**src/rtl/program_counter_ras_if.sv**
```systemverilog
// Fetch-control bundle between decode/branch resolution (master) and the PC (slave).
// misalign exists only when PC_MISALIGN_TRAP_EN is defined.
`default_nettype none

interface program_counter_ras_if #(
  parameter int WIDTH = 32,
  parameter int OFF_W = 16
);
  logic             en;
  logic             br_taken;
  logic [OFF_W-1:0] br_off;
  logic             jmp;
  logic             call;
  logic             ret;
  logic [WIDTH-1:0] jmp_tgt;
  logic [WIDTH-1:0] pc;
  logic             ras_empty;
  logic             ras_full;
  logic             ras_ovf;
  logic             ras_unf;
`ifdef PC_MISALIGN_TRAP_EN
  logic             misalign;
`endif

  modport master (
    output en, br_taken, br_off, jmp, call, ret, jmp_tgt,
`ifdef PC_MISALIGN_TRAP_EN
    input  misalign,
`endif
    input  pc, ras_empty, ras_full, ras_ovf, ras_unf
  );

  modport slave (
    input  en, br_taken, br_off, jmp, call, ret, jmp_tgt,
`ifdef PC_MISALIGN_TRAP_EN
    output misalign,
`endif
    output pc, ras_empty, ras_full, ras_ovf, ras_unf
  );
endinterface

`default_nettype wire

```
**src/rtl/program_counter_ras.sv**
```systemverilog
// ============================================================================
// Module   : program_counter_ras
// Purpose  : fetch-stage PC with branch/jump and a circular return-address stack.
//            Optional alignment trap enabled by macro PC_MISALIGN_TRAP_EN.
// Revision : 1.0 - initial release
// ============================================================================
`default_nettype none

module program_counter_ras #(
  parameter int               WIDTH     = 32,
  parameter int               STEP      = 4,
  parameter int               OFF_W     = 16,
  parameter int               RAS_DEPTH = 4,
  parameter logic [WIDTH-1:0] RESET_PC  = '0
) (
  input  logic                 clk,
  input  logic                 rst_n,
  program_counter_ras_if.slave bus
);

  localparam int                 c_PTR_W    = (RAS_DEPTH > 1) ? $clog2(RAS_DEPTH) : 1;
  localparam int                 c_CNT_W    = $clog2(RAS_DEPTH + 1);
  localparam logic [WIDTH-1:0]   c_STEP     = WIDTH'(STEP);
  localparam logic [c_CNT_W-1:0] c_FULL_CNT = c_CNT_W'(RAS_DEPTH);
  localparam logic [c_PTR_W-1:0] c_LAST_PTR = c_PTR_W'(RAS_DEPTH - 1);

  logic [WIDTH-1:0]   r_pc;
  logic [WIDTH-1:0]   r_stack [RAS_DEPTH];
  logic [c_PTR_W-1:0] r_wr_ptr;
  logic [c_CNT_W-1:0] r_count;
  logic               r_ovf;
  logic               r_unf;

  logic [WIDTH-1:0]   w_seq;
  logic [WIDTH-1:0]   w_br;
  logic [WIDTH-1:0]   w_top;
  logic [c_PTR_W-1:0] w_top_ptr;
  logic [c_PTR_W-1:0] w_ptr_inc;
  logic               w_empty;
  logic               w_full;
  logic [WIDTH-1:0]   w_tgt;
  logic               w_load;
  logic               w_push;
  logic               w_pop;
  logic               w_unf;
  logic [WIDTH-1:0]   w_pc_next;

  assign w_seq     = r_pc + c_STEP;
  assign w_br      = r_pc + {{(WIDTH-OFF_W){bus.br_off[OFF_W-1]}}, bus.br_off};
  assign w_empty   = (r_count == '0);
  assign w_full    = (r_count == c_FULL_CNT);
  // write pointer names the next free slot; the top of stack sits just below it
  assign w_top_ptr = (r_wr_ptr == '0) ? c_LAST_PTR : r_wr_ptr - 1'b1;
  assign w_ptr_inc = (r_wr_ptr == c_LAST_PTR) ? '0 : r_wr_ptr + 1'b1;
  assign w_top     = r_stack[w_top_ptr];

`ifdef PC_MISALIGN_TRAP_EN
  localparam logic [WIDTH-1:0] c_ALIGN_MASK = WIDTH'(STEP - 1);
  logic w_mis;
  logic r_mis;
`endif

  always_comb begin
    w_tgt  = w_seq;
    w_load = 1'b0;
    w_push = 1'b0;
    w_pop  = 1'b0;
    w_unf  = 1'b0;
    if (bus.ret) begin
      if (w_empty) begin
        w_unf = 1'b1;
      end else begin
        w_pop  = 1'b1;
        w_tgt  = w_top;
        w_load = 1'b1;
      end
    end else if (bus.call) begin
      w_push = 1'b1;
      w_tgt  = bus.jmp_tgt;
      w_load = 1'b1;
    end else if (bus.jmp) begin
      w_tgt  = bus.jmp_tgt;
      w_load = 1'b1;
    end else if (bus.br_taken) begin
      w_tgt  = w_br;
      w_load = 1'b1;
    end
`ifdef PC_MISALIGN_TRAP_EN
    // a rejected ret still pops; a rejected call must not push
    w_mis = 1'b0;
    if (w_load && ((w_tgt & c_ALIGN_MASK) != '0)) begin
      w_mis  = 1'b1;
      w_load = 1'b0;
      w_push = 1'b0;
    end
`endif
    w_pc_next = w_load ? w_tgt : w_seq;
  end

  always_ff @(posedge clk or negedge rst_n) begin
    if (!rst_n) begin
      r_pc     <= RESET_PC;
      r_wr_ptr <= '0;
      r_count  <= '0;
      r_ovf    <= 1'b0;
      r_unf    <= 1'b0;
    end else if (bus.en) begin
      r_pc  <= w_pc_next;
      r_ovf <= w_push && w_full;
      r_unf <= w_unf;
      if (w_push) begin
        r_wr_ptr <= w_ptr_inc;
        if (!w_full) r_count <= r_count + 1'b1;
      end else if (w_pop) begin
        r_wr_ptr <= w_top_ptr;
        r_count  <= r_count - 1'b1;
      end
    end else begin
      r_ovf <= 1'b0;
      r_unf <= 1'b0;
    end
  end

  // storage needs no reset: count gates every read
  always_ff @(posedge clk) begin
    if (bus.en && w_push) r_stack[r_wr_ptr] <= w_seq;
  end

`ifdef PC_MISALIGN_TRAP_EN
  always_ff @(posedge clk or negedge rst_n) begin
    if (!rst_n)      r_mis <= 1'b0;
    else if (bus.en) r_mis <= w_mis;
    else             r_mis <= 1'b0;
  end
  assign bus.misalign = r_mis;
`endif

  assign bus.pc        = r_pc;
  assign bus.ras_empty = w_empty;
  assign bus.ras_full  = w_full;
  assign bus.ras_ovf   = r_ovf;
  assign bus.ras_unf   = r_unf;

endmodule

`default_nettype wire

```
**src/flat_wrapper.sv**
```systemverilog
// flat-port wrapper written by rule: the top's interface ports become plain ports
module program_counter_ras_flat 
#(
  parameter int               WIDTH     = 32,
  parameter int               STEP      = 4,
  parameter int               OFF_W     = 16,
  parameter int               RAS_DEPTH = 4,
  parameter logic [WIDTH-1:0] RESET_PC  = '0
)
  (clk, rst_n, bus_en, bus_br_taken, bus_br_off, bus_jmp, bus_call, bus_ret, bus_jmp_tgt, bus_pc, bus_ras_empty, bus_ras_full, bus_ras_ovf, bus_ras_unf);
  program_counter_ras_if #(.WIDTH(WIDTH), .OFF_W(OFF_W)) bus_i ();
  input  logic clk;
  input  logic rst_n;
  input wire logic [$bits(bus_i.en)-1:0] bus_en;
  input wire logic [$bits(bus_i.br_taken)-1:0] bus_br_taken;
  input wire logic [$bits(bus_i.br_off)-1:0] bus_br_off;
  input wire logic [$bits(bus_i.jmp)-1:0] bus_jmp;
  input wire logic [$bits(bus_i.call)-1:0] bus_call;
  input wire logic [$bits(bus_i.ret)-1:0] bus_ret;
  input wire logic [$bits(bus_i.jmp_tgt)-1:0] bus_jmp_tgt;
  output wire logic [$bits(bus_i.pc)-1:0] bus_pc;
  output wire logic [$bits(bus_i.ras_empty)-1:0] bus_ras_empty;
  output wire logic [$bits(bus_i.ras_full)-1:0] bus_ras_full;
  output wire logic [$bits(bus_i.ras_ovf)-1:0] bus_ras_ovf;
  output wire logic [$bits(bus_i.ras_unf)-1:0] bus_ras_unf;
  assign bus_i.en = bus_en;
  assign bus_i.br_taken = bus_br_taken;
  assign bus_i.br_off = bus_br_off;
  assign bus_i.jmp = bus_jmp;
  assign bus_i.call = bus_call;
  assign bus_i.ret = bus_ret;
  assign bus_i.jmp_tgt = bus_jmp_tgt;
  assign bus_pc = bus_i.pc;
  assign bus_ras_empty = bus_i.ras_empty;
  assign bus_ras_full = bus_i.ras_full;
  assign bus_ras_ovf = bus_i.ras_ovf;
  assign bus_ras_unf = bus_i.ras_unf;
  program_counter_ras #(.WIDTH(WIDTH), .STEP(STEP), .OFF_W(OFF_W), .RAS_DEPTH(RAS_DEPTH), .RESET_PC(RESET_PC)) u_core (.clk(clk), .rst_n(rst_n), .bus(bus_i));
endmodule
```
**config.mk**
```make
export PLATFORM = sky130hd
export DESIGN_NAME = program_counter_ras_flat
export DESIGN_NICKNAME = d
export VERILOG_FILES = /design/src/rtl/program_counter_ras_if.sv /design/src/rtl/program_counter_ras.sv /design/src/flat_wrapper.sv
export SDC_FILE = /design/constraint.sdc
export NUM_CORES = 1
export LEC_CHECK = 0
export CAP_MARGIN = 20
export CORE_AREA = 2 2 198 103
export CTS_BUF_LIST = sky130_fd_sc_hd__clkbuf_4
export CTS_CLUSTER_DIAMETER = 60
export DETAILED_ROUTE_END_ITERATION = 12
export DIE_AREA = 0 0 200 105
export MAX_ROUTING_LAYER = met4
export PLACE_DENSITY = 0.81
export RECOVER_POWER = 50
export SYNTH_ARGS = -nofsm -noshare
export SYNTH_HDL_FRONTEND = slang
export SYNTH_SLANG_ARGS = --single-unit
```
**constraint.sdc**
```tcl
create_clock -name clk -period 8.2 [get_ports clk]
set_input_delay 0.82 -clock clk [delete_from_list [all_inputs] [get_ports clk]]
set_output_delay 0.82 -clock clk [all_outputs]
set_load 0.01 [all_outputs]
```
Yosys cells after proc, flatten, opt, wreduce, memory -nomap -nowiden. Memories as Yosys holds them, arrays and structs flattened. Cells that the tools add are included.

Add/sub/neg operators: 6. Equal/unequal tests: 3. Muxes and demuxes: 27. Reductions and logical operators: 7.

Operator list (number): $mux 32 (6); $add 32x3->32 const B (1); $add 32x32->32 (1); $mux 1 (14); $mux 3 (3); $mux 2 (4); $add 3x1->3 const B (1); $eq 3x3->1 const B (1); $logic_not 3->1 (1); $reduce_and 3->1 (1); $sub 3x1->3 const B (1); $add 2x1->2 const B (1); $eq 2x2->1 const B (1); $logic_and 1x1->1 (2); $logic_not 2->1 (1); $ne 2x2->1 const B (1); $reduce_and 2->1 (1); $reduce_bool 2->1 (1); $sub 2x1->2 const B (1).

Register bits after elaboration: 39. RAM bits: 128. Output and inout port bits: 36. Word-level logic and storage cells: 49. Memories: 1.

Memory list: u_core.r_stack (words 4, bits a word 32, read ports 1, clocked after Yosys merged registers in 0, wr ports 1, RTL line program_counter_ras.sv:28) `logic [WIDTH-1:0] r_stack [RAS_DEPTH];`.

Depth between registers and ports, before layout.
Word-level depth: 6. Gate-level depth with buffers: 11.

Worst setup path after synthesis. OpenSTA, ideal clock, no wires.

Kind: input to register. From: input port bus_br_off[4]. To: register u_core.r_pc[29] (netlist: u_core.bus.pc[29]). Arrival: 2.927 ns. Path slack: 5.191 ns. Cell stages on the path: 9. Path buffers: 0. Cell sequence: ha_1 and3_1 a211oi_4 a2bb2oi_4 o21ai_1 or4_1 nand3_1 mux2_1 o22ai_1.

Longest elaborated chain between the ends: 6.

Ends and longest elaborated chain: start, declared (RTL line flat_wrapper.sv:16) `input wire logic [$bits(bus_i.br_off)-1:0] bus_br_off;`; $add 32x32->32 (RTL line program_counter_ras.sv:49) `assign w_br = r_pc + {{(WIDTH-OFF_W){bus.br_off[OFF_W-1]}}, bus.br_off};`; $mux 32 (RTL line program_counter_ras.sv:84) `end else if (bus.br_taken) begin`; $mux 32 (RTL line program_counter_ras.sv:81) `end else if (bus.jmp) begin`; $mux 32 (RTL line program_counter_ras.sv:77) `end else if (bus.call) begin`; $mux 32 (RTL line program_counter_ras.sv:69) `if (bus.ret) begin`; $mux 32 (RTL line program_counter_ras.sv:97) `w_pc_next = w_load ? w_tgt : w_seq;`; end signal, assigned (RTL line program_counter_ras.sv:108) `r_pc <= w_pc_next;`; end, declared (RTL line program_counter_ras.sv:27) `logic [WIDTH-1:0] r_pc;`.

Every way passes these cells. A chain may end at the register's enable or synchronous reset.

Final worst setup path.
From: input port bus_ret. To: register u_core.r_pc[26] (netlist: u_core.bus.pc[26]).

Longest elaborated chain between the ends: 2.

Ends and longest elaborated chain: start, declared (RTL line flat_wrapper.sv:19) `input wire logic [$bits(bus_i.ret)-1:0] bus_ret;`; $mux 32 or $mux 1 (tied branches) (RTL line program_counter_ras.sv:69); $mux 32 * (RTL line program_counter_ras.sv:97).

Mark *: on every way between the ends. The rest lies on a longest branch, timed or not.

==> results.yml <==
critical_path:
  crit_required_ns: 8.63
  r2r_cells: 9
  critPathKind: "in2reg"
  critical_path.max_fanout: 25
  cp.arrival_ns: 4.61
  worstSetupEndpointType: "flip-flop"
  r2r_start: "u_core.bus.pc[2]$_DFFE_PN0P_"
  startpoint_type: "primary input"
  r2r_end: "u_core.bus.pc[20]$_DFFE_PN0P_"
  rrSetupSlack_ns: 4.62
synthesis:
  synth_top_area_frac: 0.4056
  ys_top_cells_by_area: "edfxtp_1 (41%), dfrtp_1 (10%), mux4_2 (7.6%), ha_1 (4.8%), xnor2_1 (3.2%)"
  netlist_instances: 817
  synthFlopType: "edfxtp_1"
  synthTopCellsByCount: "edfxtp_1 (128), nand2_1 (77), a21oi_1 (57)"
  netlist_area_sq_um: 9477
  synth_most_common_cell: "edfxtp_1"
  yosysWarnings: 0
  postSynth.asyncResetShare: 0.2335
  ys_ff_latch: 167
  synth_edf_count: 128
  yosysTopAreaCell: "edfxtp_1"
  synth_nets: 910
  syn_avg_cell_area_sq_um: 11.60
  synth.distinct_cells: 79
  ys_seq_area_frac: 0.5086
sta:
  fin_skew_ns: 0.03550
  slew_violations: 37
  max_freq_ghz: 0.2394
  max-slew-margin-rel: -0.4845
  whs_ns: 0.06550
  max_slew.worst_pin.slew_ns: 2.227
  rsz0062_at_grt: "false"
  period_needed_ns: 4.177
  fin_tns_setup_ns: 0
  hold_viol: 0
  finalSetupViolations: 0
  finalCritPeriodShare: 0.5094
power_and_ir_drop:
  p_leak_nw: 3.884
  irDropWorstVdd_mv: 0.1392
  power_density_nw_per_um2: 351.8
finish:
  fillers: 1572
  drive_gt1_frac: 0.1030
  fin_nets: 993
  multi_input_area_sq_um: 4398
  area_delta_synth_final_pct: 14.92
  seqCellArea_sq_um: 4820
detailed_routing:
  drc_errors: 0
  wire_per_inst_um: 24.11
  via_per_inst: 6.442
  drtIter0Drc: 979
  routed_wl_um: 28450
  vias: 7601
  ant_nets: 0
  first_pass_iters: 9
clock_tree:
  cts_buffers: 17
  cts_resized: 0
  h-tree-depth: 4
  ctsLongestPathBuffers: 2
  cts.sinks: 167
  clk-insertion-delay-late_ns: 0.57
  cts_hold_buf: 0
  cts_setup_buffers: 0
  root_buffer: "clkbuf_4"
  cts_tree: "yes"
  clkSlewWorstSetupHoldPaths_ns: 0.17
grt:
  grtUsageMet1: 0.4450
  grt_pass1_vias: 7104
  busiest_layer: "met1"
  grt_max_degree: 54
  grt_pass1_wl_um: 43100
  grt.total_usage: 0.2870
  grt_util_met2: 0.3338
  overflow: 0
  antenna_found_initial: 1
  use_met3: 0.1240
hold_path:
  min_path_type: "in2async"
status:
  outcome: "finished, violations left"
  failed_checks: "capacitance limit, slew limit"
placed_design:
  port_buffers: 90
  hpwl_um: 20970
  gp_congestion: 0.9522
floorplan:
  dieArea_sq_um: 21000
  fp.dieH_um: 105
  die_w_um: 200
  core_sq_um: 19140
  pin_count: 91
  rows: 36
  initial_core_util: 0.4950
job:
  cap_violations: 1
==> cells in the final DEF (no fill, tap or decap), drive strengths merged, types with 7 or more instances in the layout <==
master and n:
xnor2 35, nor2 58, a31oi 10, buf 13, inv 27, nand2 77
mux4 32, dfrtp 39, dlygate4sd3 24, clkbuf 22, o21ai 45, nor3 13
a21o 13, and3 21, a211oi 8, ha 36, xor2 17, edfxtp 128
o22ai 15, nand4 10, nor4 7, a221oi 12, nand3 21, a21oi 57
clkdlybuf4s50 64
==> kinds of logic after synthesis <==
logic type                 after synthesis  synth area share
AOI/OAI and AO/OA                      217            0.1545
buffers and inverters                   63           0.02759
DFF                                    167            0.5086
xor gates and xnor gates                52           0.04806
and+or+nand+nor                        239            0.1236
muxes                                   41           0.08595
adders and majority gates               38           0.05176
==> sequential cells by signal, indices dropped and copies added, names as in the netlist <==
| name | flops |
|---|---|
| u_core.bus.ras_ovf | 1 |
| u_core.r_count | 3 |
| u_core.r_stack | 128 |
| u_core.bus.pc | 32 |
| u_core.r_wr_ptr | 2 |
| u_core.bus.ras_unf | 1 |
==> metal layers <==
layer	wire length [um]	up-vias
li1	-	3337
met1	12730	3638
met2	10480	594
met3	4926	32
met4	311	0
met5	0	-
==> stage by stage <==
step	util	area (sq um)	power [mW]	setup slack, ns	cells
after floorplan	-	9477	2.603	5.191	817
after global placement	0.5561	10650	3.297	4.159	1146
after detailed placement	0.5561	10650	3.327	4.169	1146
after CTS	0.5699	10910	3.780	4.776	1178
after global routing	0.5689	10890	4.026	4.018	1180
final	0.5689	10890	3.831	4.023	1180
==> power breakdown <==
part	internal (mW)	switching, mW
combinational	0.833	1.17
sequential	1.14	0.241
clock	0.137	0.318
==> critical path, stage by stage <==
cell and delay (ns):
dlygate4sd3_1 0.52, clkbuf_1 1.07, inv_1 0.53, o22ai_2 0.98
nand2_1 0.11, o22ai_1 0.17, nand2_1 0.07, o21ai_0 0.20
a211oi_1 0.10
==> worst max path at each step <==
stage / from / endpoint / slack (ns)
2_1_floorplan: bus_br_off[4] / u_core.bus.pc[29]$_DFFE_PN0P_ / 5.19
3_3_place_gp: bus_br_off[15] / u_core.bus.pc[29]$_DFFE_PN0P_ / 4.16
3_5_place_dp: bus_br_off[15] / u_core.bus.pc[29]$_DFFE_PN0P_ / 4.17
4_1_cts: bus_br_off[15] / u_core.bus.pc[29]$_DFFE_PN0P_ / 4.78
5_1_grt: bus_ret / u_core.bus.pc[20]$_DFFE_PN0P_ / 4.02
6_report: bus_ret / u_core.bus.pc[26]$_DFFE_PN0P_ / 4.02
==> area by class of cell <==
cell class / instances / share of cell area
Antenna cell: 1 / 0.0002298
Inverter: 23 / 0.007927
Timing Repair Buffer: 104 / 0.09065
Clock buffer: 19 / 0.01310
Multi-Input combinational cell: 587 / 0.4038
Clock inverter: 13 / 0.01114
Sequential cell: 167 / 0.4426
Tap cell: 266 / 0.03056
Note: power is estimated with default switching activity, not from simulation.
